## src/rtl/logic_unit_pipe.sv

```systemverilog
// Two-stage pipelined logic unit: eight bitwise/shift functions behind a valid/ready handshake.
// Optional macro LOGIC_PARITY_EN adds a registered even-parity output (out_parity).
module logic_unit_pipe #(
  parameter int WIDTH   = 16,
  parameter int COUNT_W = 8
) (
  input  logic               clk,
  input  logic               rst,
  input  logic               in_valid,
  output logic               in_ready,
  input  logic [WIDTH-1:0]   in_a,
  input  logic [WIDTH-1:0]   in_b,
  input  logic [2:0]         in_fun,
  output logic               out_valid,
  input  logic               out_ready,
  output logic [WIDTH:0]     out_data,
  output logic               out_zero,
  output logic               out_busy,
  output logic [COUNT_W-1:0] op_count
`ifdef LOGIC_PARITY_EN
  ,
  output logic               out_parity
`endif
);

  logic               r_s1_valid;
  logic [WIDTH-1:0]   r_a;
  logic [WIDTH-1:0]   r_b;
  logic [2:0]         r_fun;
  logic               r_s2_valid;
  logic [WIDTH:0]     r_data;
  logic               r_zero;
  logic [COUNT_W-1:0] r_count;

  logic               w_s2_free;
  logic               w_s2_load;
  logic               w_accept;
  logic               w_consume;
  logic [WIDTH:0]     w_result;
  logic               w_zero;

  // Handshake: a transfer happens on a rising edge where valid & ready are both 1;
  // valid never depends on ready, and in_ready is the only path fed by out_ready.
  assign w_s2_free = !r_s2_valid || out_ready;
  assign w_s2_load = r_s1_valid && w_s2_free;
  assign in_ready  = !r_s1_valid || w_s2_free;
  assign w_accept  = in_valid && in_ready;
  assign w_consume = r_s2_valid && out_ready;

  always_comb begin
    w_result = '0;
    case (r_fun)
      3'b000:  w_result = {1'b0, r_a & r_b};
      3'b001:  w_result = {1'b0, r_a | r_b};
      3'b010:  w_result = {1'b0, ~(r_a & r_b)};
      3'b011:  w_result = {1'b0, ~(r_a | r_b)};
      3'b100:  w_result = {1'b0, r_a ^ r_b};
      3'b101:  w_result = {1'b0, ~(r_a ^ r_b)};
      3'b110:  w_result = {r_a, 1'b0};
      default: w_result = {r_a[0], 1'b0, r_a[WIDTH-1:1]};
    endcase
  end

  assign w_zero = (w_result[WIDTH-1:0] == '0);

  always_ff @(posedge clk or posedge rst) begin
    if (rst) begin
      r_s1_valid <= 1'b0;
      r_a        <= '0;
      r_b        <= '0;
      r_fun      <= '0;
    end else begin
      if (w_accept) begin
        r_s1_valid <= 1'b1;
        r_a        <= in_a;
        r_b        <= in_b;
        r_fun      <= in_fun;
      end else if (w_s2_load) begin
        r_s1_valid <= 1'b0;
      end
    end
  end

  always_ff @(posedge clk or posedge rst) begin
    if (rst) begin
      r_s2_valid <= 1'b0;
      r_data     <= '0;
      r_zero     <= 1'b0;
    end else begin
      if (w_s2_load) begin
        r_s2_valid <= 1'b1;
        r_data     <= w_result;
        r_zero     <= w_zero;
      end else if (w_consume) begin
        r_s2_valid <= 1'b0;
      end
    end
  end

  // Saturating count of results taken by the downstream consumer.
  always_ff @(posedge clk or posedge rst) begin
    if (rst) begin
      r_count <= '0;
    end else if (w_consume && (r_count != {COUNT_W{1'b1}})) begin
      r_count <= r_count + COUNT_W'(1);
    end
  end

`ifdef LOGIC_PARITY_EN
  logic r_parity;

  always_ff @(posedge clk or posedge rst) begin
    if (rst) begin
      r_parity <= 1'b0;
    end else if (w_s2_load) begin
      r_parity <= ^w_result[WIDTH-1:0];
    end
  end

  assign out_parity = r_parity;
`endif

  assign out_valid = r_s2_valid;
  assign out_data  = r_data;
  assign out_zero  = r_zero;
  assign out_busy  = r_s1_valid || r_s2_valid;
  assign op_count  = r_count;

endmodule

```

## config.mk

```make
export PLATFORM = sky130hd
export DESIGN_NAME = logic_unit_pipe
export DESIGN_NICKNAME = d
export VERILOG_FILES = /design/src/rtl/logic_unit_pipe.sv
export SDC_FILE = /design/constraint.sdc
export NUM_CORES = 1
export LEC_CHECK = 0
export CELL_PAD_IN_SITES_DETAIL_PLACEMENT = 1
export CELL_PAD_IN_SITES_GLOBAL_PLACEMENT = 1
export CORE_MARGIN = 1.5
export CORE_UTILIZATION = 45
export CTS_CLUSTER_DIAMETER = 80
export CTS_CLUSTER_SIZE = 10
export DETAILED_ROUTE_END_ITERATION = 7
export PLACE_DENSITY = 0.88
export SETUP_SLACK_MARGIN = 0.4
export SYNTH_ARGS = -nofsm -noshare
export SYNTH_HDL_FRONTEND = slang
export SYNTH_SLANG_ARGS = --single-unit
```

## constraint.sdc

```tcl
create_clock -name clk -period 3.5 [get_ports clk]
set_input_delay 0.7 -clock clk [delete_from_list [all_inputs] [get_ports clk]]
set_output_delay 0.7 -clock clk [all_outputs]
set_load 0.01 [all_outputs]
```

-- Word level (Yosys, flattened, before mapping)
Index checks and enable logic that the tools add are counted.
- input bits: 39
- word-level logic and storage cells: 40
- output and inout bits: 29
- bits in registers: 63
- equality and inequality tests: 7
- bitwise operators: 6
- multiplexer cells: 5
- reduce and logical (&&, ||, !) cells: 13
- $add $sub $neg: 1
- operator list (kind ; number):
    $pmux W17 S7 ; 1
    $not A16 Y16 ; 3
    $and A16 B16 Y16 ; 1
    $logic_not A16 Y1 ; 1
    $or A16 B16 Y16 ; 1
    $xor A16 B16 Y16 ; 1
    $eq A3 B3 Y1 const B ; 3
    $add A8 B1 Y8 const B ; 1
    $ne A8 B8 Y1 const B ; 1
    $eq A3 B2 Y1 const B ; 2
    $logic_and A1 B1 Y1 ; 4
    $mux W1 ; 4
    $reduce_bool A2 Y1 ; 2
    $eq A3 B1 Y1 const B ; 1
    $logic_not A3 Y1 ; 1
    $logic_or A1 B1 Y1 ; 3
    $logic_not A1 Y1 ; 2

-- Logic depth before layout (Yosys ltp)
Gate-level depths: netlist of the first run.
- word-level depth: 5
- gate-level depth with buffers: 10
- mapped depth without buffers: 8

-- Least setup slack after synthesis of the first run
No wires, ideal clock.
- path kind: input -> register
- from: input out_ready
- to: register r_a[10]
- setup time: 0.125 ns
- arrival time: 1.892 ns
- buffers on the path: 1
- path slack: 1.483 ns
- required time: 3.375 ns
- cell stages on the path: 4
- cells stage by stage: nand3b_1 -> nand2_1 -> clkbuf_1 -> mux2_2
- longest elaborated chain between the ends: 3
- ends and longest elaborated chain (element ; RTL line ; text):
    start, declared ; 15 ; input logic out_ready,
    $logic_or A1 B1 Y1 ; 44 ; assign w_s2_free = !r_s2_valid || out_ready;
    $logic_or A1 B1 Y1 ; 46 ; assign in_ready = !r_s1_valid || w_s2_free;
    $logic_and A1 B1 Y1 ; 47 ; assign w_accept = in_valid && in_ready;
    end signal, assigned ; 75 ; r_a <= in_a;
    end, declared ; 27 ; logic [WIDTH-1:0] r_a;
Every way passes these cells.
A chain may end at the register's enable or synchronous reset.

-- Worst setup path after layout of the first run
- from: input out_ready
- to: output in_ready
- longest elaborated chain between the ends: 2
- ends and longest elaborated chain (element ; RTL line ; text):
    $logic_or A1 B1 Y1 ; 44 ;
    $logic_or A1 B1 Y1 ; 46 ;
    end, declared ; 10 ; output logic in_ready,
Every way passes these cells.

==> impl_metrics.env, run 1 <==
export IMPL_status="finished clean"
export IMPL_path_buf_inv=2
export IMPL_pin_count=68
export IMPL_cp_top_family="buffers and inverters"
export IMPL_min_path_type="flop to flop"
export IMPL_place_gp_congestion=0.8700
export IMPL_cts_root_buf="clkbuf_8"
export IMPL_syn_area_um2=4118
export IMPL_yosys_most_used_dff="dfrtp_1"
export IMPL_r2r_slack_ns=0.94
export IMPL_coreArea_um2=8806
export IMPL_cts_setup_buffers=0
export IMPL_drt_wl_total_um=10420
export IMPL_yosysUniqueCellTypes=56
export IMPL_layout_min_cycle_time_ns=2.592
export IMPL_overflow=0
export IMPL_dpl_hpwl_um=7567
export IMPL_fillers=970
export IMPL_syn_avg_cell_area_um2=10.48
export IMPL_start_util_pct=46.76
export IMPL_ctsHtreeMaxLevel=3
export IMPL_multi_input_area_um2=2233
export IMPL_die_h_um=98.66
export IMPL_clockPowerShare_pct=26.0
export IMPL_post_cts_resized=0
export IMPL_die_area_um2=9733
export IMPL_fmax_ghz=0.3857
export IMPL_ant_nets=0
export IMPL_tritoncts_num_buffers=9
export IMPL_mappedNetlistNets=465
export IMPL_grt_total_usage_pct=23.17
export IMPL_seqCellArea_um2=1578
export IMPL_yosysSeqAreaShare_pct=38.29
export IMPL_port_buffers=67
export IMPL_critPathMaxFanout=3
export IMPL_power_density_nw_per_um2=587.3
export IMPL_grt_max_degree=36
export IMPL_grt_pass1_wl_um=17560
export IMPL_slowest_delay_ns=0.55
export IMPL_die_w_um=98.66
export IMPL_postSynthCellCount=393
export IMPL_initialDrtViolationCount=84
export IMPL_relSlewSlack_pct=39.97
export IMPL_grt_pass1_vias=3448
export IMPL_clkTransAtPathRegs_ns=0.07
export IMPL_ir_drop_mv=0.3479
export IMPL_switching_share_pct=33.87
export IMPL_combPwrFrac_pct=37.2
export IMPL_syn_to_final_growth_pct=22.91
export IMPL_cp_slowest_cell="clkdlybuf4s50_1"
export IMPL_rsz0062_at_grt="false"
export IMPL_tritoncts="yes"
export IMPL_num_vias=3131
export IMPL_async_flop_share_pct=100.0
export IMPL_yosys_warnings=0
export IMPL_p_leak_nw=2.311
export IMPL_clock_sinks=63
export IMPL_power_switching_w=0.001007
export IMPL_crit_type="input port to primary output"
export IMPL_cp_required_ns=2.80
export IMPL_n_antenna_cell=0
export IMPL_skew_ns=0.01089
export IMPL_ys_seq_elements=63
export IMPL_tightest_slew_ns=0.9005
export IMPL_drv_cap=0
export IMPL_cp_cell_sequence="clkdlybuf4s50_1 > nand3b_1 > clkdlybuf4s50_1"
export IMPL_layout_nets=530
export IMPL_drc_errors=0
export IMPL_drive_gt1_share_pct=18.14
export IMPL_synth_edf_count=0
export IMPL_holdWs_ns=0.4863
export IMPL_seqPwrFrac_pct=36.7
export IMPL_hold_viol=0
export IMPL_rows=34
export IMPL_cp_common_cell="clkdlybuf4s50_1"
export IMPL_clock_path_buffers=2
export IMPL_fin_crit_sh_pct=74.07
export IMPL_cp_data_arrival_time_ns=1.89
export IMPL_firstDrtPassIters=7
export IMPL_detail_route_vias_per_cell=5.483
export IMPL_startpoint_type="input port"
export IMPL_antenna_found_initial=0
export IMPL_insertion_delay_ns=0.35
export IMPL_finalSetupViolations=0
export IMPL_p_int_w=0.001966
export IMPL_fin_tns_setup_ns=0
export IMPL_end_kind="primary output"
export IMPL_wl_per_cell_um=18.25
export IMPL_slew_viol_final=0
export IMPL_hold_buffers=0
power groups by stage:
stage / Sequential, W / Combinational (W) / Clock, W
after floorplan: 0.00106 / 0.000691 / 0
after global placement: 0.00109 / 0.00104 / 0
after detailed placement: 0.00110 / 0.00110 / 0
after CTS: 0.00109 / 0.00112 / 0.000785
after global routing: 0.00112 / 0.00122 / 0.000807
final: 0.00109 / 0.00111 / 0.000774
metal layers:
layer	vias up	global-route usage [%]	share of wire, %
met5	-	0	0
met4	0	7.582	1.4
met3	11	3.333	3.6
met2	61	40.76	51
met1	1564	29.44	44
li1	1495	-	-
layout make-up:
class                   count  share of cell area, %
well taps                 108                  2.670
flip-flops and latches     63                  31.17
repair buffers             75                  14.68
clock inverters             6                  2.151
clock buffers              10                  2.522
multi-input cells         273                  44.13
inverters                  36                  2.670
cell usage after synthesis, types with 6 or more instances:
cell | instances | area [µm²]
o21ai_0 | 22 | 110.1
dfrtp_1 | 63 | 1577
nor2_1 | 13 | 48.80
ha_1 | 33 | 412.9
nor2b_1 | 9 | 56.30
nand2_1 | 42 | 157.7
xnor2_1 | 6 | 52.55
mux2_2 | 45 | 506.7
nand2b_1 | 6 | 37.54
a21oi_1 | 8 | 40.04
mux2i_1 | 19 | 190.2
clkbuf_1 | 6 | 22.52
inv_1 | 36 | 135.1
layout by cell type, fill, tap and decap left out, types with 5 or more instances in the layout:
master	count
mux2i_1	19
dfrtp_1	62
mux2_2	45
mux4_2	5
nand3_1	5
nor2b_1	9
nand2_1	42
inv_1	35
ha_1	33
o21ai_0	22
clkbuf_8	9
buf_4	7
xnor2_1	6
xor2_1	5
nand2b_1	6
clkdlybuf4s50_1	67
a21oi_1	8
nor2_1	13
through the flow:
step / power, W / setup WS [ns] / area, µm² / cells / util, %
2_1_floorplan: 0.001755 / 1.230 / 4118 / 393 / -
3_3_place_gp: 0.002124 / 0.9313 / 4825 / 555 / 54.79
3_5_place_dp: 0.002199 / 0.8937 / 4825 / 555 / 54.79
4_1_cts: 0.002996 / 0.8983 / 5061 / 571 / 57.47
5_1_grt: 0.003147 / 0.7607 / 5061 / 571 / 57.47
6_report: 0.002973 / 0.9076 / 5061 / 571 / 57.47
worst min-delay path: cells and delay by family, from the launching register on:
family             cells  cell delay (ns)
AOI/OAI and AO/OA      1             0.06
DFF                    1             0.34
and+or+nand+nor        1             0.05
logic make-up (layout without fill, tap and decap cells):
group                      after synthesis  count (layout)  share of synthesized area (%)
AOI/OAI and AO/OA                       64              64                          10.42
xor gates and xnor gates                11              11                          2.340
adders and majority gates               33              33                          10.03
buffers and inverters                   57             127                          7.475
DFF                                     63              63                          38.29
muxes                                   69              69                          19.66
and+or+nand+nor                         96              96                          11.79
registers in the layout, indices dropped and copies added (netlist names):
signal      count
op_count        8
out_zero        1
r_fun           3
r_b            16
out_valid       1
r_a            16
out_data       17
r_s1_valid      1
final timing paths:
path                          endpoint  cells past startpoint        start
min                        out_data[2]                      2  out_data[2]
max reg2reg                   out_zero                      7     r_fun[1]
max in group asynchronous  out_data[4]                      3          rst
min reg2reg                out_data[2]                      2  out_data[2]
min in group asynchronous       r_b[6]                      2          rst
max                           in_ready                      3    out_ready
No activity file was read; power rests on OpenSTA's default activity.
==> run 2, diff against run 1 <==
Settings changed: CORE_UTILIZATION 45 to 38, PLACE_DENSITY 0.88 to 0.8.
Clock period 3.5 ns to 2.21 ns, I/O delays scaled along.
==> impl_metrics.env, run 2 (synthesis gave the netlist of run 1 again) <==
export IMPL_status="finished with violations"
export IMPL_violations="setup timing"
export IMPL_p_leak_nw=2.617
export IMPL_die_w_um=107.1
export IMPL_crit_start="r_fun[2]"
export IMPL_clock_path_buffers=2
export IMPL_ir_drop_mv=0.5772
export IMPL_holdWs_ns=0.4831
export IMPL_slowest_delay_ns=0.55
export IMPL_crit_end="out_zero"
export IMPL_critPathMaxFanout=15
export IMPL_multi_input_area_um2=2450
export IMPL_hold_viol=0
export IMPL_place_gp_congestion=0.8527
export IMPL_fin_ws_ns=-0.003286
export IMPL_fillers=1123
export IMPL_die_h_um=107.1
export IMPL_dpl_hpwl_um=7758
export IMPL_finalSetupViolations=1
export IMPL_end_kind="flop"
export IMPL_startpoint_type="flop"
export IMPL_seqCellArea_um2=1588
export IMPL_drive_gt1_share_pct=35.91
export IMPL_tritoncts="yes"
export IMPL_pin_count=68
export IMPL_initialDrtViolationCount=172
export IMPL_r2r_cells=8
export IMPL_grt_pass1_wl_um=18660
export IMPL_detail_route_vias_per_cell=5.344
export IMPL_min_path_type="flop to flop"
export IMPL_slew_viol_final=0
export IMPL_crit_reg2reg_launch="r_fun[2]"
export IMPL_final_common_cell="clkdlybuf4s50_1"
export IMPL_r2r_slack_ns=-0.003
export IMPL_grt_pass1_vias=3637
export IMPL_port_buffers=67
export IMPL_die_area_um2=11470
export IMPL_drc_errors=0
export IMPL_mostFrequentLayoutCells="63 x clkdlybuf4s50_1, 54 x dfrtp_1, 51 x buf_4"
export IMPL_antenna_found_initial=0
export IMPL_wl_per_cell_um=20.61
export IMPL_num_vias=3495
export IMPL_cp_slowest_cell="or4b_4"
export IMPL_fin_crit_sh_pct=100.1
export IMPL_ant_nets=0
export IMPL_tritoncts_num_buffers=9
export IMPL_path_buf_inv=2
export IMPL_skew_ns=0.01380
export IMPL_rsz0062_at_grt="true"
export IMPL_cts_root_buf="clkbuf_8"
export IMPL_clock_sinks=63
export IMPL_cp_data_arrival_time_ns=2.49
export IMPL_power_density_nw_per_um2=901.5
export IMPL_cp_top_family="simple AND/OR/NAND/NOR gates"
export IMPL_ctsHtreeMaxLevel=3
export IMPL_rr_endpoint="out_zero"
export IMPL_layout_min_cycle_time_ns=2.213
export IMPL_layout_nets=585
export IMPL_coreArea_um2=10420
export IMPL_drv_cap=0
export IMPL_insertion_delay_ns=0.36
export IMPL_tightest_slew_ns=0.4447
export IMPL_cp_depth=8
export IMPL_fmax_ghz=0.4518
export IMPL_finalPower_w=0.005248
export IMPL_grt_max_degree=64
export IMPL_rows=37
export IMPL_cp_cell_sequence="buf_4 > buf_16 > mux2i_1 > nand2_1 > o21ai_1 > a21oi_2 > or4b_4 > o31ai_4"
export IMPL_n_antenna_cell=0
export IMPL_clkTransAtPathRegs_ns=0.08
export IMPL_largest_reg_flops=17
export IMPL_firstDrtPassIters=4
export IMPL_relSlewSlack_pct=70.28
export IMPL_drt_wl_total_um=13480
export IMPL_worstHoldPathCells=2
export IMPL_syn_to_final_growth_pct=41.39
export IMPL_start_util_pct=39.53
export IMPL_grt_total_usage_pct=21.16
export IMPL_crit_type="flop to flop"
export IMPL_cp_required_ns=2.49
export IMPL_overflow=0
[run 2: changes by cell type in the layout (fill, tap and decap cells not counted), sizes merged]
cell and change:
buf +56, clkdlybuf4s50 -4, clkinvlp +4, dlymetal6s2s +2, inv -2, bufinv -1, clkbuf -1, clkdlybuf4s15 +1
[run 2: layout make-up]
class / instances / area share, %
clock inverter: 7 / 1.676
multi-input combinational: 273 / 42.08
clock buffer: 9 / 2.128
timing repair buffer: 130 / 21.47
inverter: 36 / 2.450
tap: 136 / 2.923
sequential: 63 / 27.27
[run 2: repair_timing]
item,4_1_cts,5_1_grt
gates cloned,2,1
pin swaps,9,14
gates resized for setup,18,55
hold buffers,0,0
buffers inserted,14,20
endpoints found under the setup margin,7,21
[run 2: layer usage]
metal / global-route usage (%) / routed length (µm) / share of wire [%] / up-vias
li1: - / - / - / 1609
met5: 0 / 0 / 0 / -
met4: 8.286 / 387 / 2.9 / 0
met2: 35.94 / 6885 / 51 / 104
met1: 26.23 / 5646 / 42 / 1750
met3: 4.316 / 562 / 4.2 / 32
[run 2: power breakdown]
part           switching (W)  internal [W]
clock network       0.000518      0.000636
logic                0.00111       0.00131
registers           0.000252       0.00142
[run 2: worst min-delay path by stage]
stage | from | end | slack (ns)
6_report | out_data[13] | out_data[13] | 0.48
5_1_grt | out_data[1] | out_data[1] | 0.51
4_1_cts | out_data[6] | out_data[6] | 0.49
3_5_place_dp | out_data[6] | out_data[6] | 0.47
3_3_place_gp | out_data[6] | out_data[6] | 0.47
2_1_floorplan | r_s1_valid | out_valid | 0.47
[run 2: per-stage QoR]
step | worst slack [ns] | TNS [ns] | std cells | area, µm² | util [%]
final | -0.003286 | -0.003286 | 654 | 5822 | 55.89
after global routing | -0.1053 | -0.1053 | 654 | 5822 | 55.89
after CTS | 0.1436 | 0 | 633 | 5463 | 52.44
after detailed placement | 0.1012 | 0 | 601 | 5024 | 48.23
after global placement | 0.1516 | 0 | 601 | 5024 | 48.23
after floorplan | 0.2586 | 0 | 393 | 4121 | -
[run 2: tightest hold or removal path, stage by stage (launching register included)]
cell and delay (ns):
dfrtp_1 0.35, nand2_1 0.05, o21ai_0 0.06
==> run 3, diff against run 2 <==
Settings changed: RECOVER_POWER set to 50.
==> impl_metrics.env, run 3 (synthesis gave the netlist of run 1 again) <==
export IMPL_status="finished with violations"
export IMPL_violations="setup timing"
export IMPL_drc_errors=0
export IMPL_r2r_cells=8
export IMPL_crit_end="out_zero"
export IMPL_pin_count=68
export IMPL_layout_min_cycle_time_ns=2.224
export IMPL_drv_cap=0
export IMPL_post_place_ws_ns=0.1012
export IMPL_fin_ws_ns=-0.01368
export IMPL_clkTransAtPathRegs_ns=0.08
export IMPL_drt_wl_total_um=13490
export IMPL_p_leak_nw=2.579
export IMPL_clock_path_buffers=2
export IMPL_grt_max_degree=64
export IMPL_r2r_slack_ns=-0.01
export IMPL_crit_type="flop to flop"
export IMPL_die_h_um=107.1
export IMPL_drive_gt1_share_pct=35.33
export IMPL_skew_ns=0.01479
export IMPL_grt_total_usage_pct=21.16
export IMPL_rr_endpoint="out_zero"
export IMPL_cp_required_ns=2.48
export IMPL_power_density_nw_per_um2=903.1
export IMPL_start_util_pct=39.53
export IMPL_ctsHtreeMaxLevel=3
export IMPL_largest_reg_flops=17
export IMPL_ir_drop_mv=0.5770
export IMPL_layout_nets=585
export IMPL_placed_cell_area_um2=5024
export IMPL_firstDrtPassIters=4
export IMPL_crit_reg2reg_launch="r_fun[2]"
export IMPL_num_vias=3530
export IMPL_end_kind="flop"
export IMPL_met3_usage_pct=4.316
export IMPL_critPathMaxFanout=8
export IMPL_die_w_um=107.1
export IMPL_met1_usage_pct=26.23
export IMPL_mostFrequentLayoutCells="59 x clkdlybuf4s50_1, 54 x dfrtp_1, 48 x buf_4"
export IMPL_worstHoldPathCells=2
export IMPL_die_area_um2=11470
export IMPL_cp_data_arrival_time_ns=2.50
export IMPL_port_buffers=67
export IMPL_dpl_hpwl_um=7758
export IMPL_slowest_delay_ns=0.50
export IMPL_startpoint_type="flop"
export IMPL_cp_slowest_cell="dfrtp_2"
export IMPL_grt_pass1_vias=3637
export IMPL_hold_viol=0
export IMPL_clock_sinks=63
export IMPL_rows=37
export IMPL_rsz0062_at_grt="true"
export IMPL_busiest_layer="met2"
export IMPL_n_antenna_cell=0
export IMPL_syn_to_final_growth_pct=40.57
export IMPL_cp_common_cell="nand3_1"
export IMPL_cts_root_buf="clkbuf_8"
export IMPL_wl_per_cell_um=20.63
export IMPL_relSlewSlack_pct=65.36
export IMPL_tightest_slew_ns=0.5196
export IMPL_cp_top_family="simple AND/OR/NAND/NOR gates"
export IMPL_cp_cell_sequence="buf_12 > buf_16 > mux2i_1 > a22oi_1 > nand3_1 > nand3_1 > or4b_4 > o31ai_4"
export IMPL_insertion_delay_ns=0.36
export IMPL_overflow=0
export IMPL_initialDrtViolationCount=181
export IMPL_slew_viol_final=0
export IMPL_coreArea_um2=10420
export IMPL_use_met2_pct=35.94
export IMPL_crit_start="r_fun[2]"
export IMPL_path_buf_inv=2
export IMPL_tritoncts_num_buffers=9
export IMPL_cp_depth=8
export IMPL_detail_route_vias_per_cell=5.398
export IMPL_hold_buffers=0
export IMPL_fmax_ghz=0.4497
export IMPL_tritoncts="yes"
export IMPL_ant_nets=0
export IMPL_antenna_found_initial=0
export IMPL_fin_crit_sh_pct=100.6
export IMPL_finalSetupViolations=1
export IMPL_grt_pass1_wl_um=18660
export IMPL_place_gp_congestion=0.8527
export IMPL_final_common_cell="clkdlybuf4s50_1"
export IMPL_stdcell_area_um2=5788
export IMPL_min_path_type="flop to flop"
-- run 3: cell count changes in the layout (fill, tap and decap cells not counted), sizes merged --
cell / delta
dlymetal6s2s: -2
clkdlybuf4s25: +2
clkdlybuf4s50: -4
buf: -4
clkbuf: +4
dlygate4sd3: +4
-- run 3: final cells by class --
type	instances	area (µm²)
multi-input cells	273	2444
repair buffers	130	1225
clock inverters	7	97.59
well taps	136	170.2
inverters	36	140.1
clock buffers	9	123.9
fillers	1127	4628
flip-flops and latches	63	1588
-- run 3: worst reg2reg max path: cells and delay by family, from the launching register on --
family / cells / cell delay (ns)
AOI/OAI and AO/OA: 2 / 0.36
muxes: 1 / 0.27
and+or+nand+nor: 3 / 0.74
DFF: 1 / 0.50
buffers and inverters: 2 / 0.27
-- run 3: timing repair --
| item | in CTS | in global routing |
|---|---|---|
| hold endpoints to repair | 0 | 0 |
| setup buffers | 14 | 20 |
| gates cloned | 2 | 1 |
| gates resized for setup | 18 | 55 |
| setup endpoints to repair | 7 | 21 |
| pin swaps | 9 | 14 |
-- run 3: layer usage --
metal	share of wire [%]	vias to the layer above
met5	0	-
met2	51	122
met4	3.3	0
met3	4.7	44
met1	41	1752
li1	-	1612
-- run 3: worst min-delay path by stage --
stage | end | slack, ns | from
after floorplan | out_valid | 0.47 | r_s1_valid
after global placement | out_data[6] | 0.47 | out_data[6]
after detailed placement | out_data[6] | 0.47 | out_data[6]
after CTS | out_data[6] | 0.49 | out_data[6]
after global routing | out_data[1] | 0.51 | out_data[1]
final | out_data[13] | 0.48 | out_data[13]
-- run 3: stage by stage --
step                power (W)  std cells  utilization [%]  hold WS (ns)  setup TNS, ns
floorplan            0.002780        393                -        0.4718              0
global placement     0.003470        601            48.23        0.4680              0
detailed placement   0.003572        601            48.23        0.4746              0
CTS                  0.004865        633            52.44        0.4910              0
global route         0.005487        654            55.57        0.5133        -0.1053
finish               0.005227        654            55.57        0.4770       -0.01368
-- run 3: report_power, final --
part | internal, W | leakage, nW | total [W] | switching (W)
Clock | 0.000636 | 0.105 | 0.00115 | 0.000514
Sequential | 0.00142 | 0.744 | 0.00167 | 0.000250
Combinational | 0.00130 | 1.73 | 0.00241 | 0.00111
